## src/rtl/host_bus_master.sv

```systemverilog
`default_nettype none
// ============================================================================
// Module      : host_bus_master
// Description : TI-99/4A expansion-bus cycle initiator. Turns 16-bit word
//               requests into two multiplexed 8-bit host cycles (odd byte
//               first) aligned to a free-running phi3, and emulates the two
//               8-bit PISO address shift registers read back over
//               shld/serclk on adrin1/adrin2.
// Revision    : 1.0 - initial release
// ============================================================================
module host_bus_master #(
    parameter int PHI_PERIOD = 8,
    parameter int ADDR_CLKS  = 24,
    parameter int BYTE_CLKS  = 8,
    parameter int WE_CLKS    = 4
) (
    input  logic        clk,
    input  logic        reset,
    input  logic        req_valid,
    output logic        req_ready,
    input  logic        req_write,
    input  logic [15:0] req_addr,
    input  logic [15:0] req_wdata,
    output logic        rsp_valid,
    output logic [15:0] rsp_rdata,
    output logic        phi3,
    output logic        memen,
    output logic        dbin,
    output logic        we,
    output logic        a15,
    output logic [7:0]  data_bus_out,
    output logic        data_bus_oe,
    input  logic [7:0]  data_bus_in,
    input  logic        shld,
    input  logic        serclk,
    output logic        adrin1,
    output logic        adrin2
);

    localparam int PC_W       = $clog2(PHI_PERIOD);
    localparam int CNT_MAX_AB = (ADDR_CLKS > BYTE_CLKS) ? ADDR_CLKS : BYTE_CLKS;
    localparam int CNT_MAX    = (CNT_MAX_AB > PHI_PERIOD) ? CNT_MAX_AB : PHI_PERIOD;
    localparam int CNT_W      = $clog2(CNT_MAX);

    localparam logic [PC_W-1:0]  PC_LAST   = PC_W'(PHI_PERIOD - 1);
    localparam logic [PC_W-1:0]  PC_HALF   = PC_W'(PHI_PERIOD / 2);
    localparam logic [PC_W-1:0]  PC_ONE    = PC_W'(1);
    localparam logic [CNT_W-1:0] CNT_ONE   = CNT_W'(1);
    localparam logic [CNT_W-1:0] ADDR_LAST = CNT_W'(ADDR_CLKS - 1);
    localparam logic [CNT_W-1:0] BYTE_LAST = CNT_W'(BYTE_CLKS - 1);
    localparam logic [CNT_W-1:0] END_LAST  = CNT_W'(PHI_PERIOD - 1);
    localparam logic [CNT_W-1:0] WE_LAST   = CNT_W'(WE_CLKS);

    typedef enum logic [2:0] {
        ST_IDLE      = 3'd0,
        ST_SYNC      = 3'd1,
        ST_ADDR      = 3'd2,
        ST_BYTE_ODD  = 3'd3,
        ST_BYTE_EVEN = 3'd4,
        ST_END       = 3'd5
    } state_t;

    state_t             state_q, state_d;
    logic [CNT_W-1:0]   cnt_q, cnt_d;
    logic [PC_W-1:0]    pc_q, pc_d;
    logic               pc_wrap;
    logic               accept;
    logic               ready_q;
    logic               write_q;
    logic [15:0]        addr_q;
    logic [15:0]        wdata_q;
    logic [15:0]        rdata_q;
    logic [15:0]        rsp_rdata_q;
    logic [7:0]         sr1_q, sr2_q;
    logic               serclk_q;
    logic               in_byte;
    logic               last_byte_clk;
    logic               unused_addr_lsb;

    // Byte address bit 0 is meaningless on a word bus.
    assign unused_addr_lsb = req_addr[0];

    assign pc_wrap = (pc_q == PC_LAST);
    assign pc_d    = pc_wrap ? '0 : (pc_q + PC_ONE);

    assign in_byte       = (state_q == ST_BYTE_ODD) || (state_q == ST_BYTE_EVEN);
    assign last_byte_clk = in_byte && (cnt_q == BYTE_LAST);

    // Free-running phi3 phase counter; phi3 falls when it wraps to 0.
    always_ff @(posedge clk) begin
        if (!reset) begin
            pc_q <= '0;
        end else begin
            pc_q <= pc_d;
        end
    end

    // FSM state and phase counter register.
    always_ff @(posedge clk) begin
        if (!reset) begin
            state_q <= ST_IDLE;
            cnt_q   <= '0;
        end else begin
            state_q <= state_d;
            cnt_q   <= cnt_d;
        end
    end

    // Next-state logic and bus-cycle output decode.
    always_comb begin
        state_d      = state_q;
        cnt_d        = cnt_q;
        accept       = 1'b0;
        memen        = 1'b1;
        dbin         = 1'b0;
        we           = 1'b0;
        a15          = 1'b0;
        data_bus_out = 8'h00;
        data_bus_oe  = 1'b0;
        rsp_valid    = 1'b0;

        case (state_q)
            ST_IDLE: begin
                if (req_valid && ready_q) begin
                    accept  = 1'b1;
                    state_d = ST_SYNC;
                end
            end
            ST_SYNC: begin
                // Align the memen fall with a phi3 fall.
                if (pc_wrap) begin
                    state_d = ST_ADDR;
                    cnt_d   = '0;
                end
            end
            ST_ADDR: begin
                memen = 1'b0;
                dbin  = !write_q;
                a15   = 1'b1;
                if (cnt_q == ADDR_LAST) begin
                    state_d = ST_BYTE_ODD;
                    cnt_d   = '0;
                end else begin
                    cnt_d = cnt_q + CNT_ONE;
                end
            end
            ST_BYTE_ODD, ST_BYTE_EVEN: begin
                memen = 1'b0;
                dbin  = !write_q;
                a15   = (state_q == ST_BYTE_ODD);
                if (write_q) begin
                    data_bus_oe  = 1'b1;
                    data_bus_out = (state_q == ST_BYTE_ODD) ? wdata_q[7:0] : wdata_q[15:8];
                    // Strobe starts one clk into the phase so a15 is settled.
                    we = (cnt_q >= CNT_ONE) && (cnt_q <= WE_LAST);
                end
                if (cnt_q == BYTE_LAST) begin
                    state_d = (state_q == ST_BYTE_ODD) ? ST_BYTE_EVEN : ST_END;
                    cnt_d   = '0;
                end else begin
                    cnt_d = cnt_q + CNT_ONE;
                end
            end
            ST_END: begin
                rsp_valid = (cnt_q == '0);
                // One full phi3 period of bus idle before the next request.
                if (cnt_q == END_LAST) begin
                    state_d = ST_IDLE;
                    cnt_d   = '0;
                end else begin
                    cnt_d = cnt_q + CNT_ONE;
                end
            end
            default: begin
                state_d = ST_IDLE;
                cnt_d   = '0;
            end
        endcase
    end

    // Request latch, read-byte capture and response data.
    always_ff @(posedge clk) begin
        if (!reset) begin
            ready_q     <= 1'b0;
            write_q     <= 1'b0;
            addr_q      <= 16'h0000;
            wdata_q     <= 16'h0000;
            rdata_q     <= 16'h0000;
            rsp_rdata_q <= 16'h0000;
        end else begin
            ready_q <= (state_d == ST_IDLE);
            if (accept) begin
                write_q <= req_write;
                addr_q  <= {req_addr[15:1], 1'b0};
                wdata_q <= req_wdata;
            end
            if (last_byte_clk && !write_q) begin
                if (state_q == ST_BYTE_ODD) begin
                    rdata_q[7:0] <= data_bus_in;
                end else begin
                    rdata_q[15:8] <= data_bus_in;
                    // Publish the completed word on the same edge END begins.
                    rsp_rdata_q   <= {data_bus_in, rdata_q[7:0]};
                end
            end
        end
    end

    // Address PISO emulation: load has priority over a serclk rising edge.
    always_ff @(posedge clk) begin
        if (!reset) begin
            sr1_q    <= 8'h00;
            sr2_q    <= 8'h00;
            serclk_q <= 1'b0;
        end else begin
            serclk_q <= serclk;
            if (!shld) begin
                sr1_q <= addr_q[15:8];
                sr2_q <= addr_q[7:0];
            end else if (serclk && !serclk_q) begin
                sr1_q <= {sr1_q[6:0], 1'b0};
                sr2_q <= {sr2_q[6:0], 1'b0};
            end
        end
    end

    assign phi3      = (pc_q >= PC_HALF);
    assign req_ready = ready_q;
    assign rsp_rdata = rsp_rdata_q;
    assign adrin1    = sr1_q[7];
    assign adrin2    = sr2_q[7];

endmodule
`default_nettype wire

```

## config.mk

```make
export PLATFORM = sky130hd
export DESIGN_NAME = host_bus_master
export DESIGN_NICKNAME = d
export VERILOG_FILES = /design/src/rtl/host_bus_master.sv
export SDC_FILE = /design/constraint.sdc
export NUM_CORES = 1
export LEC_CHECK = 0
export CORE_MARGIN = 5
export CORE_UTILIZATION = 25
export DETAILED_ROUTE_END_ITERATION = 6
export PLACE_DENSITY = 0.56
export SYNTH_ARGS = -nofsm -noshare
export SYNTH_HDL_FRONTEND = slang
export SYNTH_SLANG_ARGS = --single-unit
```

## constraint.sdc

```tcl
create_clock -name clk -period 2.4 [get_ports clk]
set_clock_uncertainty 0.2 [all_clocks]
set_input_delay 0.36 -clock clk [delete_from_list [all_inputs] [get_ports clk]]
set_output_delay 0.36 -clock clk [all_outputs]
set_load 0.1 [all_outputs]
```

==> summary.md <==
| Metric | Value |
|---|---|
| Result of the run | `completed` |
| Starting utilization of the core area | `25.36%` |
| Cell breakdown of the critical path | `ha_1, nand2b_1, a31oi_1, a21oi_1, nor4_4, buf_12` |
| Average footprint of a synthesized cell | `between 9 and 10 sq um` |
| Max IR drop VDD | `0.4144 mV` |
| Synthesized netlist cell count | `420` |
| Number of buffers between clock root and the deepest sink | `2` |
| Crit-path max cell delay | `0.43 ns` |
| HPWL after DPL | `6.273 mm` |
| Antenna violations before repair | `0` |
| Final Wtd Congestion | `0.7131` |
| Post-Syn Area | `0.003827 sq mm` |
| Async S/R FF share, synth | `0%` |
| Number of stages on the worst hold path | `1` |
| PwrDens | `608.6 mW/mm^2` |
| Die Span Y | `between 100 and 150 um` |
| Initial DRC count | `164` |
| Number of setup violations in the final report | `0` |
| Filler cell count in the final layout | `between 1.5k and 2k` |
| Top cell type by total area after synthesis | `sky130_fd_sc_hd__dfxtp_1` |
| Worst-path clk slew | `approximately 0.060 ns` |
| Maximum clock frequency | `0.4398 GHz` |
| Row Count | `45` |
| #FFs+latches synth | `84` |
| Antenna Violating Nets Remaining | `0` |
| Die outline width | `133.7 um` |
| Sequential-to-total area share from yosys stat | `around 44%` |
| Via count of the first global-routing pass | `3099` |
| Cts hold-fix bufs | `0` |
| Number of buffers added by the clock tree synthesis step | `9` |
| Global router's overall resource usage | `10.36%` |
| Antenna Diode Count | `0` |
| Critical Path AT | `1.71 ns` |
| TritonCTS clock tree | `done` |
| Max layer used | `met4` |
| Max-slew violation total from the final report | `0` |
| Post-layout util | `35.44%` |
| Routed length on met3 | `468 um` |
| Final hold violation count | `0` |
| Average via count per standard cell | `about 4.5` |
| Dominant cells by area after synthesis | `sky130_fd_sc_hd__dfxtp_1, sky130_fd_sc_hd__mux2i_1, sky130_fd_sc_hd__nand2_1` |
| Number of optimization iterations in the first detailed-route pass | `4` |
| R2R cell count | `6` |
| Total Die Area | `0.01788 sq mm` |
| Setup Crit Path Kind | `register to output pin` |
| Unrepaired setup endpoints after global routing | `false` |
| Layout overhead on the synthesized area | `39.72%` |
| Remaining DRCs | `0` |
| Master cell of the clock root buffer | `sky130_fd_sc_hd__clkbuf_16` |
| Avg WL per Cell | `12.97 um` |
| Min-Delay Path Class | `register to register` |
| Core area | `0.01509 sq mm` |
| Nets | `roughly 540` |
| Met1 layer wirelength in the final routing | `between 4 and 5 mm` |
| Max-cap viol count | `0` |
| Static leakage | `about 2.1 nW` |
| Share of the synthesized area in the top cell type | `43.94%` |
| Wire length reported by the detailed router | `8.870 mm` |
| Global-route wire length before repair | `15.12 mm` |
| Post-synthesis net count | `472` |
| Required time at the worst-slack endpoint | `1.84 ns` |
| Relative slew slack | `62.03%` |
| Period utilization | `94.73%` |
| Maximum number of pins on one net before global-route repair | `53` |
| Top flip-flop cell by instance count after synthesis | `sky130_fd_sc_hd__dfxtp_1` |
| Global route overflow | `0` |
| Hold_ws | `0.2493 ns` |
| Share of post-route cells with drive strength above 1 | `18.55%` |
| Type of origin of the critical path | `register` |
| Capturing element type of the critical path | `output pin` |
| Warnings, synthesis | `0` |
| Met2 wirelength from detailed routing | `about 4 mm` |
| Crit-path slowest cell | `sky130_fd_sc_hd__dfxtp_1` |
| Number of enable flip-flop cells after synthesis | `0` |
| CTS H-Tree Depth | `3` |
| Count of port buffers added during placement | `78` |
| Max Fanout on Critical Path | `6` |
| Clk sink count | `84` |
| Vias | `3075` |
| Minimum clock period after layout | `2.274 ns` |
| Clock insertion delay at the later pin of the skew report | `0.34 ns` |
| Transition time at the pin with the least slew margin | `0.5695 ns` |
| Boundary Pins | `80` |
| Unique cell type count in the Yosys netlist | `47` |
-- cells in the mapped netlist (2+ instances only) --
cell and instances:
sky130_fd_sc_hd__a21boi_0 10, sky130_fd_sc_hd__a21boi_1 27, sky130_fd_sc_hd__a21oi_1 11, sky130_fd_sc_hd__a31oi_1 2, sky130_fd_sc_hd__and2_1 3, sky130_fd_sc_hd__and3b_1 2
sky130_fd_sc_hd__buf_1 2, sky130_fd_sc_hd__buf_2 5, sky130_fd_sc_hd__buf_6 2, sky130_fd_sc_hd__clkbuf_1 23, sky130_fd_sc_hd__dfxtp_1 84, sky130_fd_sc_hd__ha_1 6
sky130_fd_sc_hd__inv_1 7, sky130_fd_sc_hd__mux2i_1 38, sky130_fd_sc_hd__nand2_1 96, sky130_fd_sc_hd__nand2b_1 6, sky130_fd_sc_hd__nand3_1 5, sky130_fd_sc_hd__nand3b_1 5
sky130_fd_sc_hd__nor2_1 8, sky130_fd_sc_hd__nor2b_1 26, sky130_fd_sc_hd__nor3b_1 3, sky130_fd_sc_hd__nor4_1 3, sky130_fd_sc_hd__o211a_1 14, sky130_fd_sc_hd__o21a_1 2
sky130_fd_sc_hd__o21ai_0 5, sky130_fd_sc_hd__xnor2_1 4
-- cell type report --
type	count	area [sq um]	share of cell area, %
multi-input cells	296	2068	38.68
flip-flops and latches	84	1683	31.47
repair buffers	93	1020	19.07
clock buffers	10	239.0	4.469
well taps	188	235.2	4.399
clock inverters	6	76.32	1.427
inverters	7	26.28	0.4913
-- final timing paths --
check,start,endpoint,slack (ns)
worst max-delay path,cnt_q[0],we,0.13
worst min-delay path,pc_q[0],pc_q[0],0.25
worst max register to register,cnt_q[0],rsp_rdata[4],0.33
worst min register to register,pc_q[0],pc_q[0],0.25
-- stage by stage --
step | total power [mW] | setup TNS [ns] | std cells | area (sq um) | setup slack, ns
6_report | 3.255 | 0 | 684 | 5348 | 0.1264
2_1_floorplan | 1.702 | -5.885 | 420 | 3921 | -0.7995
4_1_cts | 3.312 | 0 | 684 | 5339 | 0.04907
3_3_place_gp | 1.837 | 0 | 668 | 5020 | 0.2905
5_1_grt | 3.397 | 0 | 684 | 5348 | 0.02396
3_5_place_dp | 1.844 | 0 | 668 | 5020 | 0.2723
-- what timing repair did --
item,4_1_cts,5_1_grt
setup endpoints to repair,10,3
resized for setup,2,2
buffers inserted,0,0
gates cloned,0,0
-- report_power, final --
part | switching (mW) | leakage, nW | internal [mW]
combinational | 0.171 | 1.23 | 0.160
clock | 0.594 | 0.156 | 0.855
sequential | 0.0283 | 0.684 | 1.45
-- routing by layer --
metal / global-route usage (%) / vias to the layer above
met2: 16.34 / 72
met4: 3.543 / 0
li1: - / 1554
met5: 0 / -
met3: 3.814 / 11
met1: 13.07 / 1438
-- registers in the layout, indices dropped and copies added (netlist names) --
register,count
sr2_q,7
pc_q,3
sr1_q,8
rdata_q,8
req_ready,1
write_q,1
cnt_q,5
state_q,3
serclk_q,1
wdata_q,16
rsp_rdata,16
addr_q,15
-- cells in the final DEF (no fill, tap or decap), types with 6 or more instances in the layout --
master / count
sky130_fd_sc_hd__nand2_1: 96
sky130_fd_sc_hd__dfxtp_1: 83
sky130_fd_sc_hd__clkdlybuf4s50_1: 43
sky130_fd_sc_hd__mux2i_1: 38
sky130_fd_sc_hd__buf_4: 31
sky130_fd_sc_hd__a21boi_1: 27
sky130_fd_sc_hd__nor2b_1: 26
sky130_fd_sc_hd__buf_12: 17
sky130_fd_sc_hd__o211a_1: 14
sky130_fd_sc_hd__a21boi_0: 10
sky130_fd_sc_hd__clkbuf_16: 9
sky130_fd_sc_hd__a21oi_2: 8
sky130_fd_sc_hd__inv_1: 7
sky130_fd_sc_hd__nand2b_1: 6
sky130_fd_sc_hd__ha_1: 6
-- cells by family (layout without fill, tap and decap cells) --
group / count (synthesis) / count (layout) / synth area share, %
muxes: 38 / 38 / 9.938
AOI/OAI and AO/OA: 77 / 77 / 14.97
buffers and inverters: 40 / 116 / 4.577
DFF: 84 / 84 / 43.94
xor gates and xnor gates: 4 / 4 / 0.9152
and+or+nand+nor: 171 / 171 / 23.70
adders and majority gates: 6 / 6 / 1.961
-- worst max-delay path, delay by kind of cell (launching register included) --
kind / cells / cell delay (ns)
compound gates: 2 / 0.27
fa+ha+maj: 1 / 0.18
buf+inv: 1 / 0.21
flops: 1 / 0.43
simple gates: 2 / 0.27
No activity file was read; power rests on OpenSTA's default activity.
==> patch 1, RTL diff (config.mk and constraints unchanged) <==
Encoding of `state_t`: now one-hot (6 bits for 6 states).
--- a/src/rtl/host_bus_master.sv
+++ b/src/rtl/host_bus_master.sv
@@ -51,13 +51,13 @@
     localparam logic [CNT_W-1:0] END_LAST  = CNT_W'(PHI_PERIOD - 1);
     localparam logic [CNT_W-1:0] WE_LAST   = CNT_W'(WE_CLKS);
 
-    typedef enum logic [2:0] {
-        ST_IDLE      = 3'd0,
-        ST_SYNC      = 3'd1,
-        ST_ADDR      = 3'd2,
-        ST_BYTE_ODD  = 3'd3,
-        ST_BYTE_EVEN = 3'd4,
-        ST_END       = 3'd5
+    typedef enum logic [5:0] {
+        ST_IDLE      = 6'b000001,
+        ST_SYNC      = 6'b000010,
+        ST_ADDR      = 6'b000100,
+        ST_BYTE_ODD  = 6'b001000,
+        ST_BYTE_EVEN = 6'b010000,
+        ST_END       = 6'b100000
     } state_t;
 
     state_t             state_q, state_d;
Function: no difference found for any inputs over 10 cycles, from zero or initial values and one cycle with reset low; not proved beyond that.
==> patch 1 against the unedited design <==
The run now ends with setup timing left; worst setup slack worse by 0.30 ns; cell count up 2.9%; sequential cell count up 3; sequential share of layout area up 0.55 points; count of clock-buffer cells in the layout up 2; area after synthesis down 1.8%; design area up 1.9%; synthesized cell count up 3.1%; wire length up 6.2%; largest cell class unchanged; highest routed layer unchanged.
Power is not compared: it rests on default switching activity, and its combinational part moved more than twofold at a synthesized area within 25%.
==> patch 1: results (changes against the unedited design) <==
Parameter                              Value

Cells and area
  Ant. Diodes ... 0 (unchanged)
  Number of nets in the layout ... 567 (+4.4%)
  Layout cells sized above 1 ... 0.2038 (+0.01836)

Worst setup path
  Number of cell instances on the worst register-to-register path ... 8 (+2)
  Reg-to-reg critical path startpoint ... state_q[1]
  CP Capture Point ... rsp_valid
  Crit path launch ... state_q[4]
  Flop2flop setup slack ... 0.21 ns (-0.12 ns)
  Endpoint of the worst-slack reg-to-reg timing path ... cnt_q[4]
  Worst-path fanout max ... 2 (-4)

Clock network
  H-tree depth reported by CTS ... 3 (unchanged)
  Number of CTS-inserted buffers ... 9 (unchanged)
  Longest Clk Path Bufs ... 2 (unchanged)
  CTS clock-pin slew for the worst setup and hold paths ... 0.06 ns (about the same)
  Clock latency on the worst-skew pair ... 0.33 ns
  Root buffer cell ... sky130_fd_sc_hd__clkbuf_16

GRT
  Global-route wire length before repair ... 16000 um (+5.8%)
  Number of antenna violations at the first check in global routing ... 0 (unchanged)
  Maximum number of pins on one net before global-route repair ... 81 (+53%)
  Global router's overall resource usage ... 0.1102 (+0.006614)
  Vias in the first global route ... 3310 (+6.8%)

Worst hold path
  Worst min-delay path class ... register to register

Status
  Outcome ... finished with violations
  Violations in the final reports ... setup timing

Pwr
  Worst ir drop on vdd ... ~0.00030 V

Synth
  Post-synthesis adder-cell area fraction ... 0.01997 (+0.0003591)
  Cell variety after synth ... 46 (-2.1%)
  Largest family of logic cells by synthesized area ... simple AND/OR/NAND/NOR gates
  Largest cells by area after synthesis ... sky130_fd_sc_hd__dfxtp_1 46%, sky130_fd_sc_hd__mux2i_1 12%, sky130_fd_sc_hd__nand2_1 7.4%, sky130_fd_sc_hd__a21oi_1 5.6%, sky130_fd_sc_hd__nor2_1 5.6%
  Net count of the mapped netlist ... 485 (+2.8%)
  Top flip-flop cell by instance count after synthesis ... sky130_fd_sc_hd__dfxtp_1
  Part of the Yosys area used for sequential elements ... 0.4634 (+0.02402)
  Mux cell area share after synthesis ... 0.1198 (+0.02046)
  Proportion of register bits with asynchronous set or reset after synthesis ... 0 (unchanged)
  Synth cell count leaders ... 87 x sky130_fd_sc_hd__dfxtp_1, 74 x sky130_fd_sc_hd__nand2_1, 56 x sky130_fd_sc_hd__nor2_1
  Share of the synthesized area in compound gates (AO/OA/AOI/OAI) ... 0.1252 (-0.02456)
  Synth Area in XOR/XNOR ... 0.004660 (-0.004493)

Timing
  Post-route worst setup slack ... -0.1733 ns (-0.2997 ns)
  Finish-stage setup viols ... 10 (+10)
  Max_slew headroom ... 0.6137 (-0.006619)

Drt
  Total Routed Length ... 9418 um (+6.2%)
  DRC violation count after routing ... 0 (unchanged)
  First-pass iteration count of the detailed router ... 4 (unchanged)
  Initial DRC Count ... 132 (-20%)
  Routed vias/inst ... 4.612 (+2.6%)

Placed design
  HPWL after DPL ... 6603 um (+5.3%)
  Placer Congestion ... 0.8708 (+22%)
## patch 1: cell types whose count changed after synthesis, sizes merged, moves of 14 or more
cell,unedited run,this run
nor2b,27,5
nor2,8,56
a21oi,11,42
nand2,96,74
a21boi,37,1
o211a,14,0
## patch 1: kinds of logic after synthesis
family,after synthesis
flops,87
buf+inv,38
compound gates,79
simple gates,176
fa+ha+maj,6
mux,45
xor+xnor,2
## patch 1: metal layers
metal / share of wire / track usage / wire length (um)
met5: 0 / 0 / 0
met4: 0.021 / 0.05139 / 194
met3: 0.054 / 0.02847 / 511
met2: 0.47 / 0.1775 / 4399
met1: 0.46 / 0.1381 / 4312
## patch 1: report_power, final
| part | internal, W | switching, W |
|---|---|---|
| clock | 0.000865 | 0.000557 |
| combinational | 0.000339 | 0.000491 |
| sequential | 0.00157 | 0.0000762 |
## patch 1: critical path: stages, from the launching register on
cell and delay (ns):
sky130_fd_sc_hd__dfxtp_2 0.32, sky130_fd_sc_hd__or4b_4 0.53, sky130_fd_sc_hd__or3_4 0.37, sky130_fd_sc_hd__nor4_4 0.13, sky130_fd_sc_hd__buf_4 0.15, sky130_fd_sc_hd__buf_12 0.16
## patch 1: worst min path at each step
stage / startpoint / end / slack [ns] / cells after the start
after floorplan: pc_q[0] / pc_q[0] / 0.23 / 1
after global placement: wdata_q[4] / wdata_q[4] / 0.24 / 2
after detailed placement: addr_q[11] / addr_q[11] / 0.25 / 2
after CTS: addr_q[11] / addr_q[11] / 0.26 / 2
after global routing: addr_q[11] / addr_q[11] / 0.27 / 2
final: addr_q[11] / addr_q[11] / 0.26 / 2
## patch 1: final cells by class
class	instances	area, um^2
fill	1491	9196
multi-input combinational	308	2033
sequential	87	1744
timing repair buffer	102	1104
clock buffer	12	256.5
tap	184	230.2
clock inverter	4	53.80
inverter	7	26.28
## patch 1: per-stage QoR
step / instance area [um^2] / setup WS [ns] / setup TNS (ns) / cells / util
floorplan: 3874 / -1.322 / -6.588 / 433 / -
global placement: 5007 / 0.05110 / 0 / 684 / 0.3419
detailed placement: 5007 / 0.07114 / 0 / 684 / 0.3419
CTS: 5375 / -0.1993 / -1.236 / 702 / 0.3671
global route: 5448 / -0.2488 / -1.587 / 704 / 0.3720
finish: 5448 / -0.1733 / -0.8014 / 704 / 0.3720
## patch 1: what timing repair did
item,CTS,global route
setup buffers,2,2
endpoints found under the setup margin,12,13
pin swaps,3,5
gates resized for setup,11,10
==> patch 2, RTL diff (same flow settings) <==
Without the edit above. Set the parameter `BYTE_CLKS` to 4 (it was 8).
--- a/src/rtl/host_bus_master.sv
+++ b/src/rtl/host_bus_master.sv
@@ -11,7 +11,7 @@
 module host_bus_master #(
     parameter int PHI_PERIOD = 8,
     parameter int ADDR_CLKS  = 24,
-    parameter int BYTE_CLKS  = 8,
+    parameter int BYTE_CLKS  = 4,
     parameter int WE_CLKS    = 4
 ) (
     input  logic        clk,
Formal check against the unedited RTL: same outputs for any inputs over 10 cycles, from zero or initial values and one cycle with reset low; that may be too few to reach the edited logic, so the function may still have changed.
==> patch 2 against the unedited design <==
Wire length grew 0.43%; critical path depth down 1; worst setup slack lost 0.0023 ns; design area decreased by 3.4%; first-iteration DRC count is 21% lower; area after synthesis shrank 6.5%; die area shrank 6.1%; synthesized cell count shrank 0.24%; sequential power up 5%; combinational power grew 68%; count of clock-buffer cells in the layout up 1; total power rose by 5.0%; sequential cell count did not move; register-to-register slack worse by 0.18 ns; largest power group unchanged.
==> patch 2: results (changes against the unedited design) <==
Parameter                              Value

Drt
  Total via count after detailed routing ... 3052 (-0.75%)
  Total Routed Length ... 8908 um (+0.43%)
  Initial DRC Count ... 129 (-21%)
  Metal2 WL ... 4075 um (+1.9%)
  Routed vias/inst ... 4.501 (+0.13%)
  WL met1 ... 4053 um (-5.1%)

Worst setup path
  Endpoint of the worst-slack reg-to-reg timing path ... rsp_rdata[15]
  Flop2flop setup slack ... 0.15 ns (-0.18 ns)

Synth
  Synth cell count leaders ... 88 x sky130_fd_sc_hd__nand2_1, 84 x sky130_fd_sc_hd__dfxtp_1, 47 x sky130_fd_sc_hd__a21oi_1
  Largest cells by area after synthesis ... sky130_fd_sc_hd__dfxtp_1 47%, sky130_fd_sc_hd__mux2i_1 10%, sky130_fd_sc_hd__nand2_1 9.2%, sky130_fd_sc_hd__a21oi_1 6.6%, sky130_fd_sc_hd__nor2_1 4.8%
  Part of the Yosys area used for sequential elements ... 0.4701 (+0.03074)
  Net count of the mapped netlist ... 471 (-0.21%)

GRT
  Global-route wire length before repair ... 14680 um (-2.9%)
  M3 GR Usage ... 0.03256 (-0.005578)
  Maximum number of pins on one net before global-route repair ... 56 (+5.7%)

Cells and area
  Layout cells sized above 1 ... 0.1908 (+0.005279)

Pwr
  Cell leakage power ... 1.843 nW (-11%)
  Power drawn by the sequential cells ... 0.00155 W (+5%)
  Combinational power ... 0.000559 W (+68%)
  Logic gate share of total power ... 0.164 (+0.062)

Status
  Outcome ... completed

Placed design
  Pre-CTS setup slack ... 0.1268 ns (-0.1455 ns)
  Placer Congestion ... 0.7503 (+5.2%)

Timing
  Final hold slack ... 0.2584 ns (+0.009076 ns)
  Actual transition at the worst max-transition pin ... 0.6002 ns (+0.03063 ns)
[patch 2: cell types whose count changed after synthesis, moves of 14 or more]
cell	before	now
sky130_fd_sc_hd__a21boi_1	27	0
sky130_fd_sc_hd__a211oi_1	1	16
sky130_fd_sc_hd__o211a_1	14	0
sky130_fd_sc_hd__a21oi_1	11	47
sky130_fd_sc_hd__nor2_1	8	46
sky130_fd_sc_hd__nor2b_1	26	3
[patch 2: timing repair]
action,in CTS,in global routing
buffers inserted,3,0
setup endpoints to repair,8,2
pin swaps,0,0
resized for setup,3,2
hold endpoints to repair,0,0
[patch 2: how the worst max path moves through the flow]
stage                          start               to  slack [ns]  depth (start not counted)
final                     state_q[2]  data_bus_out[7]        0.12                          5
after global routing      state_q[1]  data_bus_out[7]        0.02                          5
after CTS                   cnt_q[3]               we        0.04                          5
after detailed placement    cnt_q[0]        req_ready        0.13                          5
after global placement      cnt_q[0]        req_ready        0.16                          5
after floorplan           state_q[1]             dbin       -0.24                          5
[patch 2: cell families after synthesis]
family	count (synthesis)	share of synthesized area
muxes	38	0.1067
and+or+nand+nor	174	0.2249
AOI/OAI and AO/OA	74	0.1214
buffers and inverters	42	0.05351
DFF	84	0.4701
xor gates and xnor gates	1	0.002449
adders and majority gates	6	0.02099
[patch 2: critical path: stages (launching register included)]
cell                      delay [ns]
sky130_fd_sc_hd__dfxtp_2        0.41
sky130_fd_sc_hd__and3b_1        0.24
sky130_fd_sc_hd__o21ai_4        0.26
sky130_fd_sc_hd__buf_6          0.24
sky130_fd_sc_hd__a21oi_4        0.06
sky130_fd_sc_hd__buf_12         0.16
[patch 2: final cells by class]
class	count	area, um^2
sequential	84	1689
multi-input combinational	293	1886
tap	180	225.2
fill	1412	8771
inverter	9	41.29
timing repair buffer	98	1050
clock buffer	11	232.7
clock inverter	3	40.04
